$ cat config.mk
export PLATFORM = sky130hd
export DESIGN_NAME = countup
export DESIGN_NICKNAME = d
export VERILOG_FILES = /design/src/rtl/countup_pkg.sv /design/src/rtl/countup_tick_gen.sv /design/src/rtl/countup.sv
export SDC_FILE = /design/constraint.sdc
export NUM_CORES = 1
export LEC_CHECK = 0
export CORE_UTILIZATION = 54
export DETAILED_ROUTE_END_ITERATION = 12
export PLACE_DENSITY = 0.82
export RECOVER_POWER = 100
export SLEW_MARGIN = 20
export SYNTH_ARGS = -nofsm -noshare
export SYNTH_HDL_FRONTEND = slang
export SYNTH_SLANG_ARGS = --single-unit
$ cat constraint.sdc
create_clock -name clk -period 3.55 [get_ports clk]
set_input_delay 0.5325 -clock clk [delete_from_list [all_inputs] [get_ports clk]]
set_output_delay 0.5325 -clock clk [all_outputs]
set_load 0.02 [all_outputs]
$ cat src/rtl/countup_pkg.sv
// Shared definitions for the countup elapsed-count timer: state encodings,
// default geometry and the start/stop arbitration helper.
package countup_pkg;

    localparam int unsigned DEF_WIDTH    = 4;
    localparam int unsigned DEF_PRESCALE = 1;

    typedef enum logic [1:0] {
        ST_IDLE = 2'b00,
        ST_RUN  = 2'b01,
        ST_HOLD = 2'b10,
        ST_DONE = 2'b11
    } state_e;

    // A start request is honoured only when stop is low; stop always wins.
    function automatic logic go_req(input logic start_v, input logic stop_v);
        return start_v && !stop_v;
    endfunction

endpackage

$ cat src/rtl/countup_tick_gen.sv
// Prescaler: counts enabled cycles and flags the cycle on which the phase
// reaches PRESCALE-1, wrapping back to zero on that same edge.
module tick_gen #(
    parameter int unsigned PRESCALE = 1
) (
    input  logic clk,
    input  logic reset,
    input  logic enable,
    input  logic clear,
    output logic tick
);

    localparam int unsigned PW = (PRESCALE > 1) ? $clog2(PRESCALE) : 1;
    localparam logic [PW-1:0] TERM = PW'(PRESCALE - 1);

    logic [PW-1:0] count_q;
    logic [PW-1:0] count_d;

    assign tick = enable && (count_q == TERM);

    // While disabled the phase is frozen so a paused run resumes mid-period.
    always_comb begin
        count_d = count_q;
        if (clear) begin
            count_d = '0;
        end else if (enable) begin
            count_d = tick ? '0 : count_q + 1'b1;
        end
    end

    always_ff @(posedge clk) begin
        if (!reset) begin
            count_q <= '0;
        end else begin
            count_q <= count_d;
        end
    end

endmodule

$ cat src/rtl/countup.sv
// Up-counting elapsed timer with start/stop/clear control, a captured
// terminal count and an optional clock prescaler.
module countup
    import countup_pkg::*;
#(
    parameter int unsigned WIDTH    = DEF_WIDTH,
    parameter int unsigned PRESCALE = DEF_PRESCALE
) (
    input  logic             clk,
    input  logic             reset,
    input  logic             start,
    input  logic             stop,
    input  logic             clear,
    input  logic [WIDTH-1:0] limit,
    output logic [WIDTH-1:0] counter,
    output logic             running,
    output logic             done
);

    state_e           state_q;
    logic [WIDTH-1:0] counter_q;
    logic [WIDTH-1:0] limit_q;
    logic             running_q;
    logic             done_q;

    logic             tick;
    logic             presc_en;
    logic             presc_clr;
    logic [WIDTH-1:0] counter_inc;

    assign presc_en    = (state_q == ST_RUN) && !stop;
    assign presc_clr   = clear || (state_q == ST_IDLE) || (state_q == ST_DONE);
    assign counter_inc = counter_q + {{(WIDTH-1){1'b0}}, 1'b1};

    tick_gen #(
        .PRESCALE (PRESCALE)
    ) u_tick_gen (
        .clk    (clk),
        .reset  (reset),
        .enable (presc_en),
        .clear  (presc_clr),
        .tick   (tick)
    );

    // running/done are updated alongside every state transition so they
    // stay registered and mutually exclusive.
    always_ff @(posedge clk) begin
        if (!reset) begin
            state_q   <= ST_IDLE;
            counter_q <= '0;
            limit_q   <= '0;
            running_q <= 1'b0;
            done_q    <= 1'b0;
        end else if (clear) begin
            state_q   <= ST_IDLE;
            counter_q <= '0;
            running_q <= 1'b0;
            done_q    <= 1'b0;
        end else begin
            case (state_q)
                ST_IDLE: begin
                    counter_q <= '0;
                    if (go_req(start, stop)) begin
                        limit_q <= limit;
                        if (limit == '0) begin
                            state_q   <= ST_DONE;
                            running_q <= 1'b0;
                            done_q    <= 1'b1;
                        end else begin
                            state_q   <= ST_RUN;
                            running_q <= 1'b1;
                            done_q    <= 1'b0;
                        end
                    end
                end
                ST_RUN: begin
                    if (stop) begin
                        state_q   <= ST_HOLD;
                        running_q <= 1'b0;
                    end else if (tick) begin
                        counter_q <= counter_inc;
                        if (counter_inc == limit_q) begin
                            state_q   <= ST_DONE;
                            running_q <= 1'b0;
                            done_q    <= 1'b1;
                        end
                    end
                end
                ST_HOLD: begin
                    if (go_req(start, stop)) begin
                        state_q   <= ST_RUN;
                        running_q <= 1'b1;
                    end
                end
                ST_DONE: begin
                    counter_q <= limit_q;
                    running_q <= 1'b0;
                    done_q    <= 1'b1;
                end
                default: begin
                    state_q   <= ST_IDLE;
                    counter_q <= '0;
                    running_q <= 1'b0;
                    done_q    <= 1'b0;
                end
            endcase
        end
    end

    assign counter = counter_q;
    assign running = running_q;
    assign done    = done_q;

endmodule

== After elaboration in Yosys (flattened, before gate mapping) ==
Cells that the tools add are included.
Storage, ports and cells
  bits in registers: 13
  input bits: 9
  word-level logic and storage cells: 63
  output and inout port bits: 6
Operators by class
  bitwise operators: 3
  $add $sub $neg: 2
  multiplexer cells: 24
  eq/ne operators: 11
  reduce and logical (&&, ||, !) cells: 17
Operators with widths (count)
  $mux 1: 12
  $mux 2: 6
  $pmux 4 s3: 1
  $reduce_and 5->1: 2
  $mux 4: 2
  $ne 2x1->1 const B: 3
  $ne 3x2->1 const B: 2
  $pmux 2 s3: 1
  $reduce_and 3->1: 2
  $reduce_bool 3->1: 2
  $add 4x1->4 const B: 1
  $eq 2x2->1 const B: 2
  $eq 4x4->1: 1
  $logic_not 4->1: 1
  $ne 2x2->1 const B: 2
  $pmux 1 s4: 1
  $reduce_and 4->1: 1
  $reduce_or 2->1: 2
  $logic_and 1x1->1: 3
  $not 1->1: 3
  $pmux 1 s3: 1
  $eq 2x1->1 const B: 1
  $logic_not 2->1: 1
  $logic_or 1x1->1: 2
  other kinds (2): 2

== Depth between registers and ports, before layout ==
Gate-level depths: netlist of the first run.
  depth in word-level cells: 6
  depth in mapped cells: 7
  depth with buffers taken out: 6

== By module ==
Synthesis of the first run repeated with hierarchy kept, for this count alone.
Second synthesis, totals
  cell total of the unflattened synthesis: 93
  area total of the unflattened synthesis: 865.8 um^2
By module, submodules not included
  countup: area each 827.0 um^2, times used 1, cells each 90, seq. area each 240.2 um^2
  tick_gen: area each 38.8 um^2, times used 1, cells each 3, seq. area each 20.0 um^2

== Worst setup path after synthesis of the first run ==
No wires, ideal clock.
  path kind: register to register
  start: register counter_q[0], in the netlist counter[0]
  end: register state_q[0]
  library setup time: 0.072 ns
  stages on the path, launching flop included: 6
  arrival time: 1.658 ns
  path slack: 1.820 ns
  cell sequence: dfxtp_1 ha_1 xor2_1 a2111oi_4 a31oi_1 mux2i_1
Between the ends
  word-level cells in the longest chain between the ends: 4
RTL lines
  from (decl): RTL line countup.sv:21  | logic [WIDTH-1:0] counter_q;
  from (signal assigned): RTL line countup.sv:81  | counter_q <= counter_inc;
  from (signal assigned): RTL line countup.sv:96  | counter_q <= limit_q;
  $add 4x1->4: RTL line countup.sv:33  | assign counter_inc = counter_q + {{(WIDTH-1){1'b0}}, 1'b1};
  $eq 4x4->1: RTL line countup.sv:82  | if (counter_inc == limit_q) begin
  $ne 3x2->1 (no source line)
  $reduce_and 5->1 (no source line)
  to (signal assigned): RTL line countup.sv:78  | state_q <= ST_HOLD;
  to (signal assigned): RTL line countup.sv:83  | state_q <= ST_DONE;
  to (signal assigned): RTL line countup.sv:91  | state_q <= ST_RUN;
  to (decl): RTL line countup.sv:20  | state_e state_q;
No other way between the ends.
A chain may end at the register's enable or synchronous reset.

== Worst setup path in the final report of the first run ==
  start: input stop
  end: register limit_q[2]
Between the ends
  word-level cells in the longest chain between the ends: 3
RTL lines
  from (decl): RTL line countup.sv:12  | input logic stop,
  $logic_not 1->1: RTL line countup_pkg.sv:17  | return start_v && !stop_v;
  $logic_and 1x1->1: RTL line countup_pkg.sv:17
  $reduce_and 3->1 (no source line)
  to (signal assigned): RTL line countup.sv:64  | limit_q <= limit;
  to (decl): RTL line countup.sv:22  | logic [WIDTH-1:0] limit_q;
No other way between the ends.

==> qor.csv, run 1 <==
metric;value;unit
Non-Filler Instances;124;
leak pwr;0.397;nW
Post-CTS Setup Repair Bufs;0;
post-cts sizing count;0;
vias in the first global route;694;
outcome;finished clean;
Mapped Area;855;sq um
CTS tree;yes;
placed inst area;997;sq um
YS warnings;0;
CP required;3720;ps
antenna violations before repair;0;
drt total wl;1730;um
Min-Delay Path Class;flop to flop;
drt pass-1 iters;4;
IO Pins;15;
maximum clock frequency;0.476;GHz
share of the clock period used by the worst path;59.2;%
Std-Cell Core Area;1380;sq um
share of layout cells above drive strength 1;5.50;%
DRC violation total after the first TritonRoute iteration;23;
Largest stage delay, worst path;610;ps
dpl cells;120;
setup slack after layout;1450;ps
GPL Wtd Cong;0.836;
Worst-path clk slew;80;ps
clock sinks;13;
CTS Root Cell;clkbuf_4;
WHS Endpoint;running$_SDFFE_PP0P_;
final setup TNS;0;ps
slowest CP cell;nor3b_1;
die height;41.8;um
Die W;41.8;um
most instantiated cells after synthesis;13 x dfxtp_1, 9 x nand2_1, 7 x mux2i_1;
Fill cells;121;
cts hold-fix bufs;0;
total vias in the final route;735;
Area contributors post-synth;dfxtp_1 30%, mux2i_1 8.2%, ha_1 7.3%;
DRC viols;0;
crit path cell chain;dlygate4sd3_1, nand2b_1, nor3b_1, mux2i_1, nor2b_1;
drt via density;5.93;
GRT overflow;0;
most common cell in the netlist;dfxtp_1;
r2r setup slk;1510;ps
hold-critical path depth;2;
number of buffers created by CTS;3;
Layout Nets;124;
Reg-to-Reg Start;state_q[0]$_SDFFE_PP0P_;
Final Hold Viols;0;
endpoint class of the critical path;flop;
top_reg_cell synth;dfxtp_1;
worst-path fanout max;6;
detailed-route wire length per cell;13.9;um
number of synthesized register bits;13;
DPL Wire Length;1340;um
Worst-Skew Late Latency;270;ps
gr usage total;22.1;%
max cap viols;0;
Layout area overhead;15.4;%
Final Max Tran Viols;0;
data arrival time of the worst path;2270;ps
htree depth;1;
post-route ant nets;0;
max-slew headroom at the worst pin;54.2;%
largest net degree at the start of global routing;11;
min Tclk post-route;2100;ps
sequential share of the synthesized area;30.5;%
clock skew;2.82;ps
startpoint types;input pin;
Worst Tran Pin Value;685;ps
Mapped Nets;107;
Clock Path Buffers;2;
Post-synth EDFFs;0;
Synth Instances;93;
starting density of the core;61.8;%
VDD IR max;0.218;mV
P per Cell Area;307;nW/um^2
dominant cell type by area after synthesis;dfxtp_1;
share of the synthesized area in the top cell type;30.5;%
syn avg cell area;9.19;sq um
wire length of the first global-routing pass;2950;um
RSZ-0062 raised after global routing;no;
ys async rst share;0;%
IO Port Bufs;14;
Final setup viols;0;
Rows;13;
Worst Setup Slack post-DPL;1500;ps
Finished Cell Area;986;sq um
Netlist cell types;33;
worst r2r path cells;6;
HP Start;running$_SDFFE_PP0P_;
critical path class;input pin to flop;
Ant. Diodes;0;
Die Area;1750;sq um
reg-to-reg endpoint;state_q[0]$_SDFFE_PP0P_;
## worst max-delay path by stage
stage / start / to / cells after the start / slack [ps]
finish: stop / limit_q[2]$_SDFFE_PN0P_ / 5 / 1450
detailed placement: limit[0] / done$_SDFFE_PP0P_ / 5 / 1500
global route: stop / limit_q[3]$_SDFFE_PN0P_ / 5 / 1300
CTS: counter[0]$_SDFFE_PP0P_ / counter[0] / 1 / 1660
floorplan: counter[0]$_SDFFE_PP0P_ / state_q[0]$_SDFFE_PP0P_ / 5 / 1820
global placement: limit[3] / done$_SDFFE_PP0P_ / 5 / 1560
## through the flow
| stage | hold WS (ps) | utilization [%] | power (W) |
|---|---|---|---|
| after floorplan | 471 | - | 0.000198 |
| after global placement | 447 | 72.1 | 0.000219 |
| after detailed placement | 462 | 72.1 | 0.000221 |
| after CTS | 470 | 74.0 | 0.000309 |
| after global routing | 504 | 71.3 | 0.000318 |
| final | 462 | 71.3 | 0.000303 |
## cell families (layout without fill, tap and decap cells)
logic type / Yosys count / count (layout) / share of synthesized area, %
buffers and inverters: 6 / 22 / 3.66
AO/OA/AOI/OAI: 19 / 19 / 18.3
flip-flops: 13 / 13 / 30.5
XOR/XNOR: 7 / 7 / 7.17
multiplexers: 8 / 8 / 9.52
AND/OR/NAND/NOR: 35 / 35 / 23.6
adder cells (fa/ha/maj): 5 / 5 / 7.32
## report_power, final
group | switching [W] | internal, W
logic | 0.0000284 | 0.0000290
clock network | 0.0000474 | 0.0000435
registers | 0.00000465 | 0.000150
total | 0.0000805 | 0.000223
## layout by cell type (no fill, tap or decap), drive strengths merged, types with 3 or more instances in the layout
master / count
a211oi: 4
a21oi: 3
a22oi: 3
clkbuf: 4
clkdlybuf4s50: 6
dfxtp: 13
dlygate4sd3: 8
ha: 5
inv: 4
mux2i: 7
nand2: 9
nor2: 5
nor2b: 6
xnor2: 5
## routing by layer
metal  GRT usage (%)  vias up  wire length, um
li1                -      363                -
met3            3.91        4              105
met1            27.6      341              766
met2            37.8       27              831
met4            7.74        0               21
met5               0        -                0
## sequential cells by signal (all words and copies together) (netlist names)
name and cells:
u_tick_gen.count_q 1, running 1, counter 4, limit_q 4, state_q 2, done 1
## worst max-delay path: cells and delay by family
| family | cells | cell delay (ps) |
|---|---|---|
| simple gates | 3 | 920 |
| buf+inv | 1 | 560 |
| mux | 1 | 260 |
## layout make-up
type | instances | area, sq um | share of cell area (%)
Tap cell | 15 | 18.8 | 1.90
Timing Repair Buffer | 14 | 140 | 14.2
Multi-Input combinational cell | 74 | 526 | 53.3
Clock buffer | 4 | 26.3 | 2.66
Inverter | 4 | 15.0 | 1.52
Sequential cell | 13 | 260 | 26.4
No activity file was read; power rests on OpenSTA's default activity.
==> run 2, diff against run 1 <==
--- a/config.mk
+++ b/config.mk
@@ -5,9 +5,9 @@
 export SDC_FILE = /design/constraint.sdc
 export NUM_CORES = 1
 export LEC_CHECK = 0
-export CORE_UTILIZATION = 54
+export CORE_UTILIZATION = 46
 export DETAILED_ROUTE_END_ITERATION = 12
-export PLACE_DENSITY = 0.82
+export PLACE_DENSITY = 0.75
 export RECOVER_POWER = 100
 export SLEW_MARGIN = 20
 export SYNTH_ARGS = -nofsm -noshare
==> constraint.sdc (replaced) <==
create_clock -name clk -period 1.8 [get_ports clk]
set_input_delay 0.27 -clock clk [delete_from_list [all_inputs] [get_ports clk]]
set_output_delay 0.27 -clock clk [all_outputs]
set_load 0.02 [all_outputs]
==> run 2 against run 1 <==
Via count increased by 2.2%. Die area rose by 17%. Critical endpoint is now counter[0]. Cell count is 15% higher. Register-to-register slack worse by 1400 ps. Highest routed layer unchanged. Largest power group unchanged. Largest cell class unchanged.
==> qor.csv, run 2 (same netlist as run 1, synthesis figures left out) <==
metric;value;unit
most common cell after layout, fill and taps aside;dfxtp_1;
Min-Delay Path Class;flop to flop;
antenna violations before repair;0;
starting density of the core;49.5;%
number of buffers created by CTS;3;
Worst-path clk slew;90;ps
crit path cell chain;buf_4, dlygate4sd3_1;
final setup TNS;0;ps
Layout Nets;133;
DPL Wire Length;1420;um
VDD IR max;0.300;mV
outcome;finished clean;
max-slew headroom at the worst pin;65.7;%
Final Max Tran Viols;0;
Ant. Diodes;0;
commonest cells after routing, fill and taps aside;10 x dfxtp_1, 9 x nand2_1;
drt pass-1 iters;4;
vias in the first global route;695;
Psw;0.000177;W
startpoint types;flop;
htree depth;1;
clock skew;2.47;ps
Worst-Skew Late Latency;280;ps
CP required;1530;ps
maximum clock frequency;0.592;GHz
DRC viols;0;
Switching Fraction;28.1;%
data arrival time of the worst path;1420;ps
Std-Cell Core Area;1730;sq um
share of the clock period used by the worst path;93.9;%
Final Power;0.000628;W
largest net degree at the start of global routing;9;
endpoint class of the critical path;primary output;
die height;45.1;um
CTS Root Cell;clkbuf_4;
Rows;15;
Clock Path Buffers;2;
detailed-route wire length per cell;13.2;um
share of layout cells above drive strength 1;17.8;%
Final setup viols;0;
gr usage total;20.8;%
Worst Path Buf+Inv;2;
Largest stage delay, worst path;670;ps
IO Port Bufs;14;
critical path class;flop to primary output;
Worst Tran Pin Value;511;ps
clock sinks;13;
Int Pwr;0.000451;W
IO Pins;15;
post-route ant nets;0;
Die W;45.1;um
RSZ-0062 raised after global routing;no;
GRT overflow;0;
worst-path fanout max;5;
max cap viols;0;
Die Area;2030;sq um
GPL Wtd Cong;0.853;
drt total wl;1880;um
drt via density;5.25;
min Tclk post-route;1690;ps
Combinational Power Share;21.5;%
P per Cell Area;570;nW/um^2
leak pwr;0.442;nW
wire length of the first global-routing pass;3040;um
CTS tree;yes;
Final Hold Viols;0;
total vias in the final route;751;
Reg power frac;48.4;%
slowest CP cell;dlygate4sd3_1;
Layout area overhead;29.0;%
DRC violation total after the first TritonRoute iteration;20;
clock share of power;30.1;%
cts hold-fix bufs;0;
CP delay by family, top;buffers and inverters;
## run 2: cell types whose count changed in the layout (fill, tap and decap cells not counted), sizes merged
cell	before	now
clkdlybuf4s50	6	7
clkbuf	4	6
buf	0	7
dlygate4sd3	8	7
## run 2: routing by layer
layer  track usage [%]  vias up  part of all wire [%]
met2              32.5       24                    46
met4              8.48        0                   1.3
met1              28.9      338                    49
li1                  -      385                     -
met3              2.40        4                   3.7
met5                 0        -                     0
## run 2: stage by stage
| stage | hold WS [ps] | utilization (%) | setup WS [ps] | cells | cell area (sq um) |
|---|---|---|---|---|---|
| floorplan | 398 | - | 70.4 | 93 | 855 |
| global placement | 444 | 62.4 | 79.8 | 139 | 1080 |
| detailed placement | 456 | 62.4 | 11.3 | 139 | 1080 |
| CTS | 465 | 64.0 | 36.7 | 143 | 1100 |
| global route | 485 | 63.8 | 32.6 | 143 | 1100 |
| finish | 459 | 63.8 | 110 | 143 | 1100 |
## run 2: cell type report
| type | count | area [sq um] |
|---|---|---|
| timing repair buffer | 23 | 200 |
| sequential | 13 | 267 |
| clock buffer | 4 | 26.3 |
| fill | 152 | 624 |
| multi-input combinational | 74 | 563 |
| tap | 25 | 31.3 |
| inverter | 4 | 15.0 |
## run 2: repair_timing
| item | in CTS | in global routing |
|---|---|---|
| resized for setup | 1 | 6 |
| buffers inserted | 0 | 0 |
| setup endpoints to repair | 2 | 3 |
| hold endpoints to repair | 0 | 0 |
| pin swaps | 0 | 2 |
## run 2: final timing paths
kind,start,end,slack [ps],cells after the start
max,counter[0]$_SDFFE_PP0P_,counter[0],110,2
min,running$_SDFFE_PP0P_,running$_SDFFE_PP0P_,460,2
min reg2reg,running$_SDFFE_PP0P_,running$_SDFFE_PP0P_,460,2
max reg2reg,state_q[0]$_SDFFE_PP0P_,state_q[1]$_SDFFE_PP0P_,130,6
## run 2: power by group through the flow
stage,Sequential (W),Combinational [W],Clock [W]
floorplan,0.000315,0.0000765,0
CTS,0.000305,0.000137,0.000191
detailed placement,0.000311,0.000136,0
global route,0.000305,0.000146,0.000206
global placement,0.000310,0.000135,0
finish,0.000304,0.000135,0.000189
## run 2: tightest hold or removal path, cell delays in order (launching register included)
cell and delay [ps]:
dfxtp_1 320, nand2_1 50, mux2i_1 50
==> run 3, diff against run 2 <==
--- a/config.mk
+++ b/config.mk
@@ -9,6 +9,7 @@
 export DETAILED_ROUTE_END_ITERATION = 12
 export PLACE_DENSITY = 0.75
 export RECOVER_POWER = 100
+export REMOVE_ABC_BUFFERS = 1
 export SLEW_MARGIN = 20
 export SYNTH_ARGS = -nofsm -noshare
 export SYNTH_HDL_FRONTEND = slang
==> run 3 against run 2 <==
Via count down 2.1%. Fmax down 1.7%. Hold slack better by 11 ps. Critical path depth up 4. Cell count down 0.70%. Register-to-register slack worse by 50 ps. Critical endpoint is now state_q[0]$_SDFFE_PP0P_. Largest power group unchanged.
==> qor.csv, run 3 (same netlist as run 1, synthesis figures left out) <==
metric;value;unit
vias in the first global route;712;
DRC violation total after the first TritonRoute iteration;28;
Worst-path clk slew;90;ps
number of buffers created by CTS;3;
Worst-Skew Late Latency;280;ps
P per Cell Area;566;nW/um^2
r2r setup slk;80;ps
IO Pins;15;
M1 wire length;851;um
HP Start;running$_SDFFE_PP0P_;
drt pass-1 iters;4;
hold-critical path depth;2;
CTS tree;yes;
DRC viols;0;
Layout Nets;132;
startpoint types;flop;
WHS Endpoint;running$_SDFFE_PP0P_;
setup slack after layout;80.1;ps
outcome;finished clean;
Min-Delay Path Class;flop to flop;
share of the clock period used by the worst path;95.5;%
wire length of the first global-routing pass;2910;um
share of layout cells above drive strength 1;15.4;%
Final Max Tran Viols;0;
die height;45.1;um
IO Port Bufs;14;
reg-to-reg endpoint;state_q[0]$_SDFFE_PP0P_;
min Tclk post-route;1720;ps
drt total wl;1710;um
antenna violations before repair;0;
CP required;1970;ps
cts hold-fix bufs;0;
Reg-to-Reg Start;state_q[0]$_SDFFE_PP0P_;
Final Power;0.000619;W
GPL Wtd Cong;0.840;
drt via density;5.18;
max-slew headroom at the worst pin;69.3;%
worst-path fanout max;5;
Switching Fraction;27.4;%
Final Hold Viols;0;
most common cell after layout, fill and taps aside;dfxtp_1;
Int Pwr;0.000449;W
total vias in the final route;735;
largest net degree at the start of global routing;9;
placed inst area;1070;sq um
clock skew;11.7;ps
commonest cells after routing, fill and taps aside;11 x dfxtp_1, 9 x nand2_1, 7 x mux2i_1, 7 x clkdlybuf4s50_1, 7 x dlygate4sd3_1;
Ant. Diodes;0;
post-route ant nets;0;
Clock Path Buffers;2;
data arrival time of the worst path;1890;ps
clock share of power;29.8;%
worst r2r path cells;6;
Die W;45.1;um
Fill cells;165;
Psw;0.000170;W
Final setup viols;0;
GRT overflow;0;
top sig layer;met4;
critical path class;flop to flop;
leak pwr;0.438;nW
Worst Tran Pin Value;458;ps
routed wire length on met3;52;um
Layout area overhead;28.0;%
max cap viols;0;
detailed-route wire length per cell;12.0;um
CTS Root Cell;clkbuf_4;
Finished Cell Area;1090;sq um
htree depth;1;
Worst Setup Slack post-DPL;30.4;ps
Rows;15;
RSZ-0062 raised after global routing;yes;
VDD IR max;0.404;mV
clock sinks;13;
Combinational Power Share;21.1;%
Die Area;2030;sq um
Fin Hold WS;470;ps
dpl cells;138;
Std-Cell Core Area;1730;sq um
met2 routed WL;790;um
starting density of the core;49.5;%
gr usage total;19.4;%
maximum clock frequency;0.581;GHz
Reg power frac;49.1;%
DPL Wire Length;1350;um
Non-Filler Instances;142;
endpoint class of the critical path;flop;
==> run 3: layer usage <==
metal / vias up / GRT usage, %
li1: 384 / -
met1: 333 / 25.9
met2: 16 / 31.6
met3: 2 / 2.40
met4: 0 / 7.27
met5: - / 0
==> run 3: area by class of cell <==
cell class | instances | area, sq um | share of cell area, %
timing repair buffer | 22 | 189 | 17.3
clock buffer | 4 | 26.3 | 2.40
sequential | 13 | 263 | 24.0
tap | 25 | 31.3 | 2.86
inverter | 4 | 15.0 | 1.37
multi-input combinational | 74 | 569 | 52.1
==> run 3: critical path, cell delays in order (launching register included) <==
cell and delay, ps:
dfxtp_2 360, inv_1 60, ha_1 230, or2_4 280
a2111oi_4 360, a31oi_2 160, mux2i_1 150
==> run 3: power by group through the flow <==
stage	Combinational (W)	Sequential, W	Clock, W
2_1_floorplan	0.0000761	0.000315	0
3_3_place_gp	0.000130	0.000310	0
3_5_place_dp	0.000131	0.000311	0
4_1_cts	0.000132	0.000304	0.000189
5_1_grt	0.000144	0.000305	0.000202
6_report	0.000130	0.000304	0.000184
==> run 3: stage by stage <==
stage	TNS (ps)	utilization, %
after floorplan	0	-
after global placement	0	62.0
after detailed placement	0	62.0
after CTS	0	63.5
after global routing	-31.9	63.3
final	0	63.3
==> run 3: worst max-delay path by stage <==
| stage | from | to | slack, ps | cells after the start |
|---|---|---|---|---|
| 2_1_floorplan | counter[0]$_SDFFE_PP0P_ | state_q[0]$_SDFFE_PP0P_ | 70 | 5 |
| 3_3_place_gp | state_q[0]$_SDFFE_PP0P_ | state_q[1]$_SDFFE_PP0P_ | 100 | 6 |
| 3_5_place_dp | state_q[0]$_SDFFE_PP0P_ | state_q[0]$_SDFFE_PP0P_ | 30 | 6 |
| 4_1_cts | state_q[0]$_SDFFE_PP0P_ | state_q[0]$_SDFFE_PP0P_ | 20 | 6 |
| 5_1_grt | state_q[0]$_SDFFE_PP0P_ | state_q[0]$_SDFFE_PP0P_ | -20 | 6 |
| 6_report | state_q[0]$_SDFFE_PP0P_ | state_q[0]$_SDFFE_PP0P_ | 80 | 6 |
==> run 3: repair_timing <==
item                       CTS  global route
setup endpoints to repair    0             3
buffers inserted             0             0
resized for setup            0             3
==> RTL change 1 (flow settings as in run 3) <==
Encoding of `state_e`: now Gray code (2 bits for 4 states).
--- a/src/rtl/countup_pkg.sv
+++ b/src/rtl/countup_pkg.sv
@@ -9,6 +9,6 @@
         ST_IDLE = 2'b00,
         ST_RUN  = 2'b01,
-        ST_HOLD = 2'b10,
-        ST_DONE = 2'b11
+        ST_HOLD = 2'b11,
+        ST_DONE = 2'b10
     } state_e;
 
Check against the original RTL: no difference found for any inputs over 10 cycles, from zero or initial values and one cycle with reset low; not proved beyond that.
==> RTL change 1 against run 3 <==
Sequential cell count is the same. Setup slack got worse by 0.041 ns. Power rose by 1.1%. Core utilization up 5.2 points. Design area fell by 3.4%. Synthesized area down 9.1%. Wire length is 1.9% higher. Count of clock-buffer cells in the layout unchanged. Largest power group unchanged.
==> RTL change 1: results (changes against run 3) <==
.. list-table::
   :header-rows: 1

   * - Metric
     - Value
   * - Result of the run
     - complete, no violations
   * - Sequential cell area fraction in the yosys report
     - 0.335 (+0.0304)
   * - Reg2reg setup slack
     - 0.04 ns (-0.04 ns)
   * - Xor/xnor cell area share of the yosys netlist
     - 0.0789 (+0.00716)
   * - Number of design-rule violations left by the first detailed-router iteration
     - 10 (-64%)
   * - Cell Count Post-Placement
     - 125 (-9.4%)
   * - Worst supply voltage drop on vdd
     - 0.485 mV (+20%)
   * - Filler Cells Inserted
     - 120 (-27%)
   * - Fraction of the mapped netlist area in adder cells
     - 0.0805 (+0.00731)
   * - Global placer's final weighted congestion
     - 0.787 (-6.3%)
   * - Sum of net half-perimeters after detailed placement
     - 1260 um (-6.4%)
   * - Via count of the routed design
     - 741 (+0.82%)
   * - Pre-CTS setup slack
     - 0.0644 ns (+0.0340 ns)
   * - Overall Global Routing Usage
     - 0.205 (+0.0114)
   * - Largest net degree at the start of global routing
     - 8 (-1)
   * - WL per Instance
     - 13.3 um (+10%)
   * - Most frequent cell after synthesis
     - sky130_fd_sc_hd__nand2_1
   * - Maximum capacitance violations
     - 0 (unchanged)
   * - Multiplexer fraction of the synthesized cell area
     - 0.0902 (-0.00499)
   * - Leakage power
     - 0.395 nW (-9.8%)
   * - NumNets Final
     - 130 (-1.5%)
   * - Arrival time of the worst setup path
     - 1.93 ns (+0.04 ns)
   * - Count of cells along the worst register-to-register path
     - 7 (+1)
   * - Peak clock frequency supported by timing
     - 568 MHz (-2.3%)
   * - Synth cell types
     - 23 (-30%)
   * - Switching fraction of total power
     - 0.280 (+0.00565)
   * - Top area cells in the synthesized netlist
     - sky130_fd_sc_hd__dfxtp_1 (33%), sky130_fd_sc_hd__mux2i_1 (9.0%), sky130_fd_sc_hd__ha_1 (8.1%), sky130_fd_sc_hd__nand2_1 (6.8%), sky130_fd_sc_hd__nor2b_1 (4.8%)
-- RTL change 1: cell count changes in the layout (fill, tap and decap cells not counted), moves of 4 or more --
cell,before,now
sky130_fd_sc_hd__a211oi_1,4,0
sky130_fd_sc_hd__nand2_1,9,14
sky130_fd_sc_hd__nand2b_1,1,5
sky130_fd_sc_hd__o21ai_0,2,6
-- RTL change 1: layout make-up --
| cell class | count | share of cell area |
|---|---|---|
| Clock buffer | 4 | 0.0249 |
| Inverter | 3 | 0.0107 |
| Multi-Input combinational cell | 74 | 0.518 |
| Sequential cell | 13 | 0.249 |
| Tap cell | 16 | 0.0190 |
| Timing Repair Buffer | 21 | 0.179 |
-- RTL change 1: power by group through the flow --
| stage | clock network [mW] | registers (mW) | logic, mW |
|---|---|---|---|
| 2_1_floorplan | 0 | 0.312 | 0.0761 |
| 5_1_grt | 0.204 | 0.306 | 0.150 |
| 4_1_cts | 0.185 | 0.304 | 0.125 |
| 6_report | 0.184 | 0.305 | 0.137 |
| 3_3_place_gp | 0 | 0.310 | 0.124 |
| 3_5_place_dp | 0 | 0.311 | 0.124 |
-- RTL change 1: worst max-delay path, stage by stage (launching register included) --
cell	delay, ns
sky130_fd_sc_hd__dfxtp_2	0.34
sky130_fd_sc_hd__ha_4	0.24
sky130_fd_sc_hd__xnor2_2	0.14
sky130_fd_sc_hd__nand2_1	0.10
sky130_fd_sc_hd__o41ai_2	0.41
sky130_fd_sc_hd__nand2_1	0.15
sky130_fd_sc_hd__clkbuf_4	0.17
sky130_fd_sc_hd__mux2i_1	0.11
-- RTL change 1: what timing repair did --
item | CTS | global route
setup buffers | 0 | 2
gates resized for setup | 0 | 8
hold endpoints to repair | 0 | 0
endpoints found under the setup margin | 0 | 2
-- RTL change 1: metrics by stage --
step	power, mW	instance area, sq um	utilization	hold slack [ns]	setup TNS (ns)
after global routing	0.660	1060	0.685	0.495	-0.140
after detailed placement	0.435	975	0.632	0.456	0
after floorplan	0.388	777	-	0.398	-0.0938
after CTS	0.614	1000	0.649	0.467	0
final	0.626	1060	0.685	0.462	0
after global placement	0.435	975	0.632	0.449	0
-- RTL change 1: logic make-up after synthesis --
kind of cell / Yosys count
and+or+nand+nor: 38
muxes: 7
DFF: 13
xor gates and xnor gates: 7
adders and majority gates: 5
AOI/OAI and AO/OA: 17
buffers and inverters: 3
-- RTL change 1: routing by layer --
layer  vias up  GRT usage  share of wire
met5         -          0              0
met4         0      0.103              0
met3         0     0.0468          0.056
met2        27      0.319           0.48
met1       349      0.262           0.46
li1        365          -              -
==> RTL change 2 (config.mk and constraints of run 3) <==
Made on the original files. Change the package constant `DEF_WIDTH` from 4 to 6.
--- a/src/rtl/countup_pkg.sv
+++ b/src/rtl/countup_pkg.sv
@@ -3,5 +3,5 @@
 package countup_pkg;
 
-    localparam int unsigned DEF_WIDTH    = 4;
+    localparam int unsigned DEF_WIDTH    = 6;
     localparam int unsigned DEF_PRESCALE = 1;
 
Interface: changed (resized counter and limit); port bits go from 15 to 19. No check against the original RTL was run, so the function may have changed too.
==> RTL change 2 against run 3 <==
Critical path type is now flop to output port. Sequential cell count increased by 4. Design area increased by 22%. Via count increased by 35%. Power increased by 21%. Synthesized area increased by 25%. Count of clock-buffer cells in the layout unchanged. Die area increased by 24%. Wire length increased by 42%. Setup slack got worse by 0.011 ns. Largest cell class unchanged.
==> RTL change 2: results (changes against run 3) <==
.. list-table::
   :header-rows: 1

   * - Metric
     - Value
   * - Metal2 WL
     - 1190 um (+51%)
   * - Routed met1 length
     - 1110 um (+30%)
   * - Global-route wire length before repair
     - 4470 um (+54%)
   * - Top area cells in the synthesized netlist
     - sky130_fd_sc_hd__dfxtp_1 (32%), sky130_fd_sc_hd__mux2i_1 (6.6%), sky130_fd_sc_hd__ha_1 (5.9%), sky130_fd_sc_hd__nor2_1 (4.9%), sky130_fd_sc_hd__nor2b_1 (4.7%)
   * - Area after detailed placement
     - 1300 sq um (+21%)
   * - Master of the slowest instance on the critical path
     - sky130_fd_sc_hd__clkdlybuf4s50_1
   * - NumNets Final
     - 162 (+23%)
   * - Overall Global Routing Usage
     - 0.235 (+0.0413)
   * - Pre-CTS setup slack
     - 0.0703 ns (+0.0399 ns)
   * - Global routing usage on met3
     - 0.0212 (-0.00279)
   * - Fraction of final layout cells with drive strength greater than 1
     - 0.103 (-0.0504)
   * - Fraction of the mapped netlist area in adder cells
     - 0.0586 (-0.0146)
   * - Xor/xnor cell area share of the yosys netlist
     - 0.0856 (+0.0138)
   * - Number of instances in the synthesized netlist
     - 123 (+32%)
   * - WL per Instance
     - 14.0 um (+17%)
   * - Commonest cells in the synthesized netlist
     - sky130_fd_sc_hd__dfxtp_1 (17), sky130_fd_sc_hd__nor2_1 (14), sky130_fd_sc_hd__nand2_1 (9)
   * - Routed WL
     - 2430 um (+42%)
   * - Global placer's final weighted congestion
     - 0.900 (+7.2%)
   * - # port buffers
     - 18 (+4)
   * - R2r startpoint
     - state_q[1]$_SDFFE_PP0P_
   * - Post-route worst hold slack
     - 0.485 ns (+0.0158 ns)
   * - Fin Clk Skew
     - 0.00581 ns (-0.00590 ns)
   * - Multiplexer fraction of the synthesized cell area
     - 0.0657 (-0.0295)
   * - Result of the run
     - complete, no violations
   * - Met1 track demand over resource
     - 0.296 (+0.0365)
==> RTL change 2: cell count changes after synthesis, moves of 3 or more <==
cell / run 3 / this run
sky130_fd_sc_hd__nor2_1: 5 / 14
sky130_fd_sc_hd__o21ai_0: 2 / 7
sky130_fd_sc_hd__dfxtp_1: 13 / 17
sky130_fd_sc_hd__nand3_1: 2 / 5
sky130_fd_sc_hd__nand4_1: 0 / 3
sky130_fd_sc_hd__xnor2_1: 5 / 2
==> RTL change 2: how the worst max path moves through the flow <==
stage | start | slack, ns | endpoint | cells after the start
3_3_place_gp | stop | 0.13 | running$_SDFFE_PP0P_ | 6
2_1_floorplan | counter[0]$_SDFFE_PP0P_ | 0.09 | running$_SDFFE_PP0P_ | 6
4_1_cts | counter[0]$_SDFFE_PP0P_ | 0.09 | running$_SDFFE_PP0P_ | 6
6_report | counter[3]$_SDFFE_PP0P_ | 0.07 | counter[3] | 1
5_1_grt | state_q[1]$_SDFFE_PP0P_ | 0.009 | state_q[0]$_SDFFE_PP0P_ | 7
3_5_place_dp | stop | 0.07 | running$_SDFFE_PP0P_ | 6
==> RTL change 2: power breakdown <==
part	switching, mW	internal [mW]
logic	0.0716	0.0718
clock network	0.124	0.0863
registers	0.0108	0.386
total	0.206	0.545
==> RTL change 2: final cells by class <==
type / instances / area [sq um]
Sequential cell: 17 / 342
Timing Repair Buffer: 22 / 208
Multi-Input combinational cell: 96 / 698
Fill cell: 189 / 860
Tap cell: 28 / 35.0
Inverter: 6 / 22.5
Clock buffer: 4 / 26.3
==> RTL change 2: timing repair <==
| action | 4_1_cts | 5_1_grt |
|---|---|---|
| endpoints found under the setup margin | 0 | 7 |
| resized for setup | 0 | 3 |
| hold buffers | 0 | 0 |
| endpoints found under the hold margin | 0 | 0 |
